--- config.mk ---
export PLATFORM = sky130hd
export DESIGN_NAME = calc_rr_arbiter
export DESIGN_NICKNAME = d
export VERILOG_FILES = /design/src/rtl/calc_rr_arbiter.sv
export SDC_FILE = /design/constraint.sdc
export NUM_CORES = 1
export LEC_CHECK = 0
export ABC_AREA = 0
export BUFFER_PORTS_ARGS = -buffer_cell sky130_fd_sc_hd__buf_2
export CORE_ASPECT_RATIO = 0.75
export CORE_MARGIN = 2
export CORE_UTILIZATION = 45
export CTS_BUF_LIST = sky130_fd_sc_hd__clkbuf_4
export DETAILED_ROUTE_END_ITERATION = 12
export PLACE_DENSITY_LB_ADDON = 0.25
export REMOVE_ABC_BUFFERS = 1
export SLEW_MARGIN = 20
export SYNTH_ARGS = -nofsm -noshare
export SYNTH_HDL_FRONTEND = slang
export SYNTH_SLANG_ARGS = --single-unit
--- constraint.sdc ---
create_clock -name clock_i -period 2 [get_ports clock_i]
set_input_delay 0.4 -clock clock_i [delete_from_list [all_inputs] [get_ports clock_i]]
set_output_delay 0.4 -clock clock_i [all_outputs]
set_load 0.02 [all_outputs]
--- src/rtl/calc_rr_arbiter.sv ---
// calc_rr_arbiter: round-robin sequencer sharing one calculator among NREQ requesters.
// One transaction at a time: grant, latch operands, hold calc start until done, return result.
// Optional feature macro: CALC_ARB_TIMEOUT_EN (abort a BUSY transaction after TIMEOUT cycles).

module calc_rr_arbiter #(
  parameter int unsigned WIDTH   = 8,
  parameter int unsigned NREQ    = 4,
  parameter int unsigned TIMEOUT = 64
) (
  input  logic                  clock_i,
  input  logic                  reset_i,
  input  logic [NREQ-1:0]       req_i,
  input  logic [NREQ*WIDTH-1:0] a_i,
  input  logic [NREQ*WIDTH-1:0] b_i,
  input  logic [NREQ*2-1:0]     fct_i,
  output logic [NREQ-1:0]       ack_o,
  output logic [NREQ-1:0]       rsp_valid_o,
  output logic [2*WIDTH-1:0]    s_o,
  output logic                  err_o,
  output logic                  calc_start_o,
  output logic [WIDTH-1:0]      calc_a_o,
  output logic [WIDTH-1:0]      calc_b_o,
  output logic [1:0]            calc_fct_o,
  input  logic [2*WIDTH-1:0]    calc_s_i,
  input  logic                  calc_done_i
);

  localparam int unsigned PW = (NREQ > 1) ? $clog2(NREQ) : 1;

  if (NREQ < 2 || NREQ > 8) begin : g_bad_nreq
    $error("calc_rr_arbiter: NREQ must be in 2..8");
  end
  if (TIMEOUT < 2) begin : g_bad_timeout
    $error("calc_rr_arbiter: TIMEOUT must be at least 2");
  end

  typedef enum logic [1:0] {ST_IDLE, ST_BUSY, ST_RESP} state_t;

  state_t           state;
  logic [PW-1:0]    ptr;
  logic [PW-1:0]    grant_idx;
  logic             first_busy;

  logic [WIDTH-1:0] a_arr   [NREQ];
  logic [WIDTH-1:0] b_arr   [NREQ];
  logic [1:0]       fct_arr [NREQ];

  for (genvar k = 0; k < NREQ; k++) begin : g_unpack
    assign a_arr[k]   = a_i[k*WIDTH +: WIDTH];
    assign b_arr[k]   = b_i[k*WIDTH +: WIDTH];
    assign fct_arr[k] = fct_i[k*2 +: 2];
  end

  logic          sel_found;
  logic [PW-1:0] sel_idx;
  logic [PW-1:0] sel_next;
  int unsigned   cand;
  logic [PW-1:0] cand_idx;

  // Rotating priority search: first set request at ptr, ptr+1, ... wrapping at NREQ.
  always_comb begin
    sel_found = 1'b0;
    sel_idx   = ptr;
    cand      = 0;
    cand_idx  = '0;
    for (int unsigned i = 0; i < NREQ; i++) begin
      cand = ptr + i;
      if (cand >= NREQ) cand = cand - NREQ;
      cand_idx = PW'(cand);
      if (!sel_found && req_i[cand_idx]) begin
        sel_found = 1'b1;
        sel_idx   = cand_idx;
      end
    end
    sel_next = (sel_idx == PW'(NREQ - 1)) ? '0 : sel_idx + 1'b1;
  end

`ifdef CALC_ARB_TIMEOUT_EN
  localparam int unsigned CW = $clog2(TIMEOUT + 1);
  logic [CW-1:0] busy_cnt;
  logic [CW-1:0] busy_cnt_next;
  logic          timeout_hit;

  // Counter value after the current BUSY cycle; hitting TIMEOUT aborts.
  always_comb begin
    busy_cnt_next = busy_cnt + 1'b1;
    timeout_hit   = (busy_cnt_next == CW'(TIMEOUT));
  end
`else
  assign err_o = 1'b0;
`endif

  // Arbitration / handshake sequencer with all outputs registered.
  always_ff @(posedge clock_i) begin
    if (reset_i) begin
      state        <= ST_IDLE;
      ptr          <= '0;
      grant_idx    <= '0;
      first_busy   <= 1'b0;
      ack_o        <= '0;
      rsp_valid_o  <= '0;
      s_o          <= '0;
      calc_start_o <= 1'b0;
      calc_a_o     <= '0;
      calc_b_o     <= '0;
      calc_fct_o   <= '0;
`ifdef CALC_ARB_TIMEOUT_EN
      err_o        <= 1'b0;
      busy_cnt     <= '0;
`endif
    end else begin
      ack_o       <= '0;
      rsp_valid_o <= '0;
      case (state)
        ST_IDLE: begin
          if (sel_found) begin
            calc_a_o     <= a_arr[sel_idx];
            calc_b_o     <= b_arr[sel_idx];
            calc_fct_o   <= fct_arr[sel_idx];
            ack_o        <= NREQ'(1) << sel_idx;
            calc_start_o <= 1'b1;
            grant_idx    <= sel_idx;
            ptr          <= sel_next;
            first_busy   <= 1'b1;
`ifdef CALC_ARB_TIMEOUT_EN
            busy_cnt     <= '0;
`endif
            state        <= ST_BUSY;
          end
        end
        ST_BUSY: begin
          first_busy <= 1'b0;
`ifdef CALC_ARB_TIMEOUT_EN
          busy_cnt   <= busy_cnt_next;
`endif
          // A done still high from the previous operation shows up in the first BUSY cycle.
          if (!first_busy && calc_done_i) begin
            s_o          <= calc_s_i;
            rsp_valid_o  <= NREQ'(1) << grant_idx;
            calc_start_o <= 1'b0;
`ifdef CALC_ARB_TIMEOUT_EN
            err_o        <= 1'b0;
`endif
            state        <= ST_RESP;
          end
`ifdef CALC_ARB_TIMEOUT_EN
          else if (timeout_hit) begin
            s_o          <= '0;
            rsp_valid_o  <= NREQ'(1) << grant_idx;
            calc_start_o <= 1'b0;
            err_o        <= 1'b1;
            state        <= ST_RESP;
          end
`endif
        end
        ST_RESP: begin
`ifdef CALC_ARB_TIMEOUT_EN
          err_o <= 1'b0;
`endif
          state <= ST_IDLE;
        end
        default: state <= ST_IDLE;
      endcase
    end
  end

endmodule

### Yosys cells after proc, flatten, opt, wreduce, memory -nomap -nowiden

Index checks and enable logic that the tools add are counted.

* equal/unequal tests: 4
* muxes and demuxes: 37
* $add $sub $neg: 8
* reduce and logical (&&, ||, !) cells: 17
* $lt $le $gt $ge: 9
* bitwise logic cells: 5
* shift operators: 2

Operators by type and width (number)
* $bmux 8 s2: 2
* $mux 8: 4
* $mux 2: 13
* $ge 3x3->1 const B: 4
* $lt 2x3->1 const B: 4
* $mux 1: 10
* $bmux 1 s2: 4
* $reduce_and 2->1: 4
* $shl 1x2->4 const A: 2
* $sub 2x1->2 const B: 4
* $add 2x2->3 const B: 2
* $reduce_or 3->1: 2
* $bmux 2 s2: 1
* $logic_and 1x1->1: 4
* $logic_not 1->1: 4
* $ne 2x2->1 const B: 2
* $not 1->1: 4
* $pmux 1 s2: 2
* $pmux 2 s2: 1
* $add 2x1->3 const B: 1
* $ge 2x3->1 const B: 1
* $not 2->3: 1
* $reduce_and 3->1: 1
* $add 2x1->2 const B: 1
* other kinds (4): 4

* flip-flop bits (word level): 50
* bits of input ports: 95
* word-level logic and storage cells: 93

### Longest topological paths before layout

* word-level depth: 18
* mapped depth: 6
* gate-level depth less buffers: 5

### Least setup slack after synthesis

OpenSTA, ideal clock, no wires.

* path kind: input to register
* start: in req_i[0]
* end: reg calc_a_o[7]
* path buffers: 1
* data arrival time: 1646 ps
* setup time: 129 ps
* cell stages on the path: 6
* data required time: 1871 ps
* slack: 225 ps
* path through: nor2b_1 -> or4_4 -> nand2_4 -> buf_8 -> mux2i_1 -> o221ai_2

* word-level cells in the longest chain between the ends: 16

Ends and longest elaborated chain
* from (decl): RTL line 12 `input logic [NREQ-1:0] req_i,`
* $bmux 1 s2: RTL line 70 `if (!sel_found && req_i[cand_idx]) begin`
* $mux 1 (not written as such): RTL line 70
* $mux 1: RTL line 70
* $logic_not 1->1: RTL line 70
* $logic_and 1x1->1: RTL line 70
* $mux 1: RTL line 70
* $logic_not 1->1: RTL line 70
* $logic_and 1x1->1: RTL line 70
* $mux 1: RTL line 70
* $logic_not 1->1: RTL line 70
* $logic_and 1x1->1: RTL line 70
* $mux 2: RTL line 70
* $not 2->3 (not written as such): RTL line 117 `calc_a_o <= a_arr[sel_idx];`
* $bmux 8 s2: RTL line 117
* $mux 8 (not written as such) (2 in series): RTL line 117
* to (signal assigned): RTL line 117
* to (decl): RTL line 21 `output logic [WIDTH-1:0] calc_a_o,`

Several ways; a longest one is shown, not always the timed one. The select of a mux whose other input is x is not followed.
A chain may end at the register's enable or synchronous reset.

### Worst setup path after layout

* start: reg ptr[1]
* end: reg calc_b_o[1]

* word-level cells in the longest chain between the ends: 18

Ends and longest elaborated chain
* from (decl): RTL line 40 `logic [PW-1:0] ptr;`
* from (signal assigned): RTL line 123 `ptr <= sel_next;`
* parallel branches: the longest is 18 deep, another holds $add 2x1->3
* to (signal assigned): RTL line 118 `calc_b_o <= b_arr[sel_idx];`
* to (decl): RTL line 22 `output logic [WIDTH-1:0] calc_b_o,`

Several ways; the timed one is not identified. The select of a mux whose other input is x is not followed.

==> metrics.csv <==
stage;metric;value;unit
run_status;status;completed;
floorplanning;start_util;47.4;%
grt;grt_max_degree;24;
clocking;clk_latency;0.36;ns
clocking;clock-sinks;50;
placed_design;place_area;3120;µm²
setup_path;cp_max_fo;18;
placed_design;routabilityCongestion;0.771;
setup_path;cpPeakStageDelay;0.49;ns
clocking;htree_levels;2;
timing;fin_skew;0.0123;ns
grt;grt_usage;19.3;%
floorplanning;fp.coreArea;4950;µm²
grt;grt_first_pass_wirelength;8.99;mm
timing;finalSetupViolations;0;
setup_path;crit_chain;and3b_1 > or4_4 > nand2_4 > buf_12 > mux2i_1 > o221ai_2;
layout;drive_above_1_share;47.5;%
synth;syn_inst;242;
synth;synth-seq-cells;50;
flow_run;maxCapViolCount;0;
grt;antenna_found_initial;0;
clocking;post-cts-setup-buffers;0;
timing;maxSlewViolCount;0;
timing;fin_crit;1.89;ns
floorplanning;ios;139;
power_and_ir_drop;p_clk_share;26.5;%
power_and_ir_drop;p_int;1.87;mW
hold_path;min_path_type;in -> reg;
setup_path;critPathCaptureType;register;
setup_path;cp_slowest_cell;or4_4;
detailed_routing;avgViaCountPerCell;4.99;
synth;syn_area;2350;µm²
synth;synth_top_area_cell;dfxtp_1;
synth;synth-edff-count;0;
synth;ys_warn_count;0;
setup_path;critPathLaunchType;register;
timing;fin_crit_sh;94.5;%
detailed_routing;totalWireLength;5.64;mm
detailed_routing;ant_nets;0;
detailed_routing;drc_errors;0;
setup_path;worstPathArrival;2.13;ns
floorplanning;die-area;5820;µm²
clocking;cts_made_buffers;5;
detailed_routing;drt-wirelength-per-cell;12.8;µm
timing;worst_pin_slew;0.538;ns
synth;synth.avg_cell_area;9.70;µm²
placed_design;io_buffers;137;
power_and_ir_drop;power.static_leakage;1.55;nW
floorplanning;dieWidth;87.4;µm
detailed_routing;via_count;2202;
power_and_ir_drop;max-vdd-ir-drop;410;µV
grt;globalRouteOverflowTotal;0;
power_and_ir_drop;p_sw;0.828;mW
clocking;holdBufCountCts;0;
synth;synth_top_area_share;42.6;%
clocking;clockBufferDepth;2;
setup_path;critPathBufInv;1;
power_and_ir_drop;report.power.total;2.70;mW
clocking;cts_root_buffer;clkbuf_4;
floorplanning;num_rows;22;
power_and_ir_drop;power.density;835;nW/µm²
timing;max_freq;529;MHz
layout;antenna_cells;0;
setup_path;crit_type;reg -> reg;
power_and_ir_drop;seqPwrFrac;43.0;%
layout;final_core_util;65.2;%
detailed_routing;drt_pass1_iterations;4;
setup_path;crit_required;2.25;ns
floorplanning;fp.dieH;66.6;µm
synth;synth.distinct_cells;35;
grt;grt_pass1_vias;1986;
synth;synthArstFlopShare;0;%
timing;rsz0062_at_grt;no;
clocking;clkSlewWorstSetupHoldPaths;0.15;ns
clocking;cts_tree;built;
setup_path;cpLargestDelayFamily;simple AND/OR/NAND/NOR gates;
layout;nets;475;
timing;maxSlewHeadroom;64.1;%
timing;finalHoldViolations;0;
detailed_routing;drt_iter0_markers;85;
power_and_ir_drop;swShare;30.7;%
synth;ys_top_cells_by_area;dfxtp_1 43%, mux2i_1 15%, o221ai_2 12%;
clocking;cts.repair.resized;0;
layout;fin_area;3230;µm²
synth;ys.flop_type;dfxtp_1;
placed_design;place_hpwl;4.30;mm
power_and_ir_drop;pwr-share-comb;30.6;%
synth;yosysSeqAreaShare;42.6;%
layout;area.growth.synth_to_final;37.5;%
layout make-up:
cell class | count | area [µm²]
Sequential cell | 50 | 1000
Multi-Input combinational cell | 173 | 1210
Clock buffer | 5 | 37.5
Clock inverter | 3 | 68.8
Fill cell | 434 | 1730
Inverter | 2 | 7.51
Tap cell | 60 | 75.1
Timing Repair Buffer | 148 | 831
registers in the layout (all words and copies together), names as in the netlist:
register and cells:
calc_a_o 8, calc_b_o 8, first_busy 1, ptr 2, ack_o 4, state 2, calc_fct_o 2, s_o 16
grant_idx 2, rsp_valid_o 4, calc_start_o 1
layout by cell type (no fill, tap or decap), types with 5 or more instances in the layout:
| master | count |
|---|---|
| mux2i_1 | 36 |
| buf_12 | 5 |
| dfxtp_1 | 50 |
| nor2_1 | 13 |
| nor2b_1 | 5 |
| nand2_1 | 57 |
| o221ai_2 | 18 |
| a21oi_1 | 20 |
| buf_4 | 6 |
| buf_2 | 137 |
| clkbuf_4 | 5 |
tightest hold or removal path, cell delays in order:
cell     delay, ns
buf_2         0.09
nand2_1       0.04
a21oi_1       0.05
logic make-up (layout without fill, tap and decap cells):
logic type | Yosys count | count (layout) | synth area share [%]
simple gates | 90 | 90 | 17.5
flops | 50 | 50 | 42.6
compound gates | 45 | 45 | 18.0
mux | 36 | 36 | 15.3
buf+inv | 19 | 158 | 5.97
other cells | 1 | 1 | 0.160
xor+xnor | 1 | 1 | 0.373
power groups by stage:
stage	clock network (mW)	registers, mW	logic [mW]
2_1_floorplan	0	1.28	0.394
3_3_place_gp	0	1.18	0.816
3_5_place_dp	0	1.18	0.831
4_1_cts	0.732	1.16	0.833
5_1_grt	0.767	1.17	0.891
6_report	0.713	1.16	0.825
cell usage after synthesis, types with 2 or more instances:
master	number
nand2_1	57
dfxtp_1	50
mux2i_1	36
a21oi_1	20
o221ai_2	18
nor2_1	13
clkbuf_1	8
nor2b_1	5
buf_2	4
buf_12	3
a211oi_1	2
nor3_1	2
o21ai_1	2
per-stage QoR:
| stage | hold slack [ns] | TNS [ns] | setup slack [ns] | cells |
|---|---|---|---|---|
| 3_3_place_gp | 0.438 | 0 | 0.0590 | 433 |
| 2_1_floorplan | 0.429 | -0.218 | -0.0122 | 225 |
| 5_1_grt | 0.226 | 0 | 0.0285 | 441 |
| 4_1_cts | 0.232 | 0 | 0.0954 | 441 |
| 3_5_place_dp | 0.443 | -0.0203 | -0.0203 | 433 |
| 6_report | 0.252 | 0 | 0.110 | 441 |
final timing paths:
check,from,to,slack [ns],depth (start not counted)
hold / removal,calc_s_i[4],s_o[4],0.25,3
setup / recovery,ptr[1],calc_b_o[1],0.11,6
hold reg to reg,s_o[13],s_o[13],0.46,2
setup reg to reg,ptr[1],calc_b_o[1],0.11,6
routing by layer:
metal,up-vias,share of wire (%),track usage (%)
met4,0,0.55,5.19
met2,68,47,33.0
met1,1001,47,24.7
met3,2,5.5,3.84
met5,-,0,0
li1,1131,-,-
No activity file was read; power rests on OpenSTA's default activity.
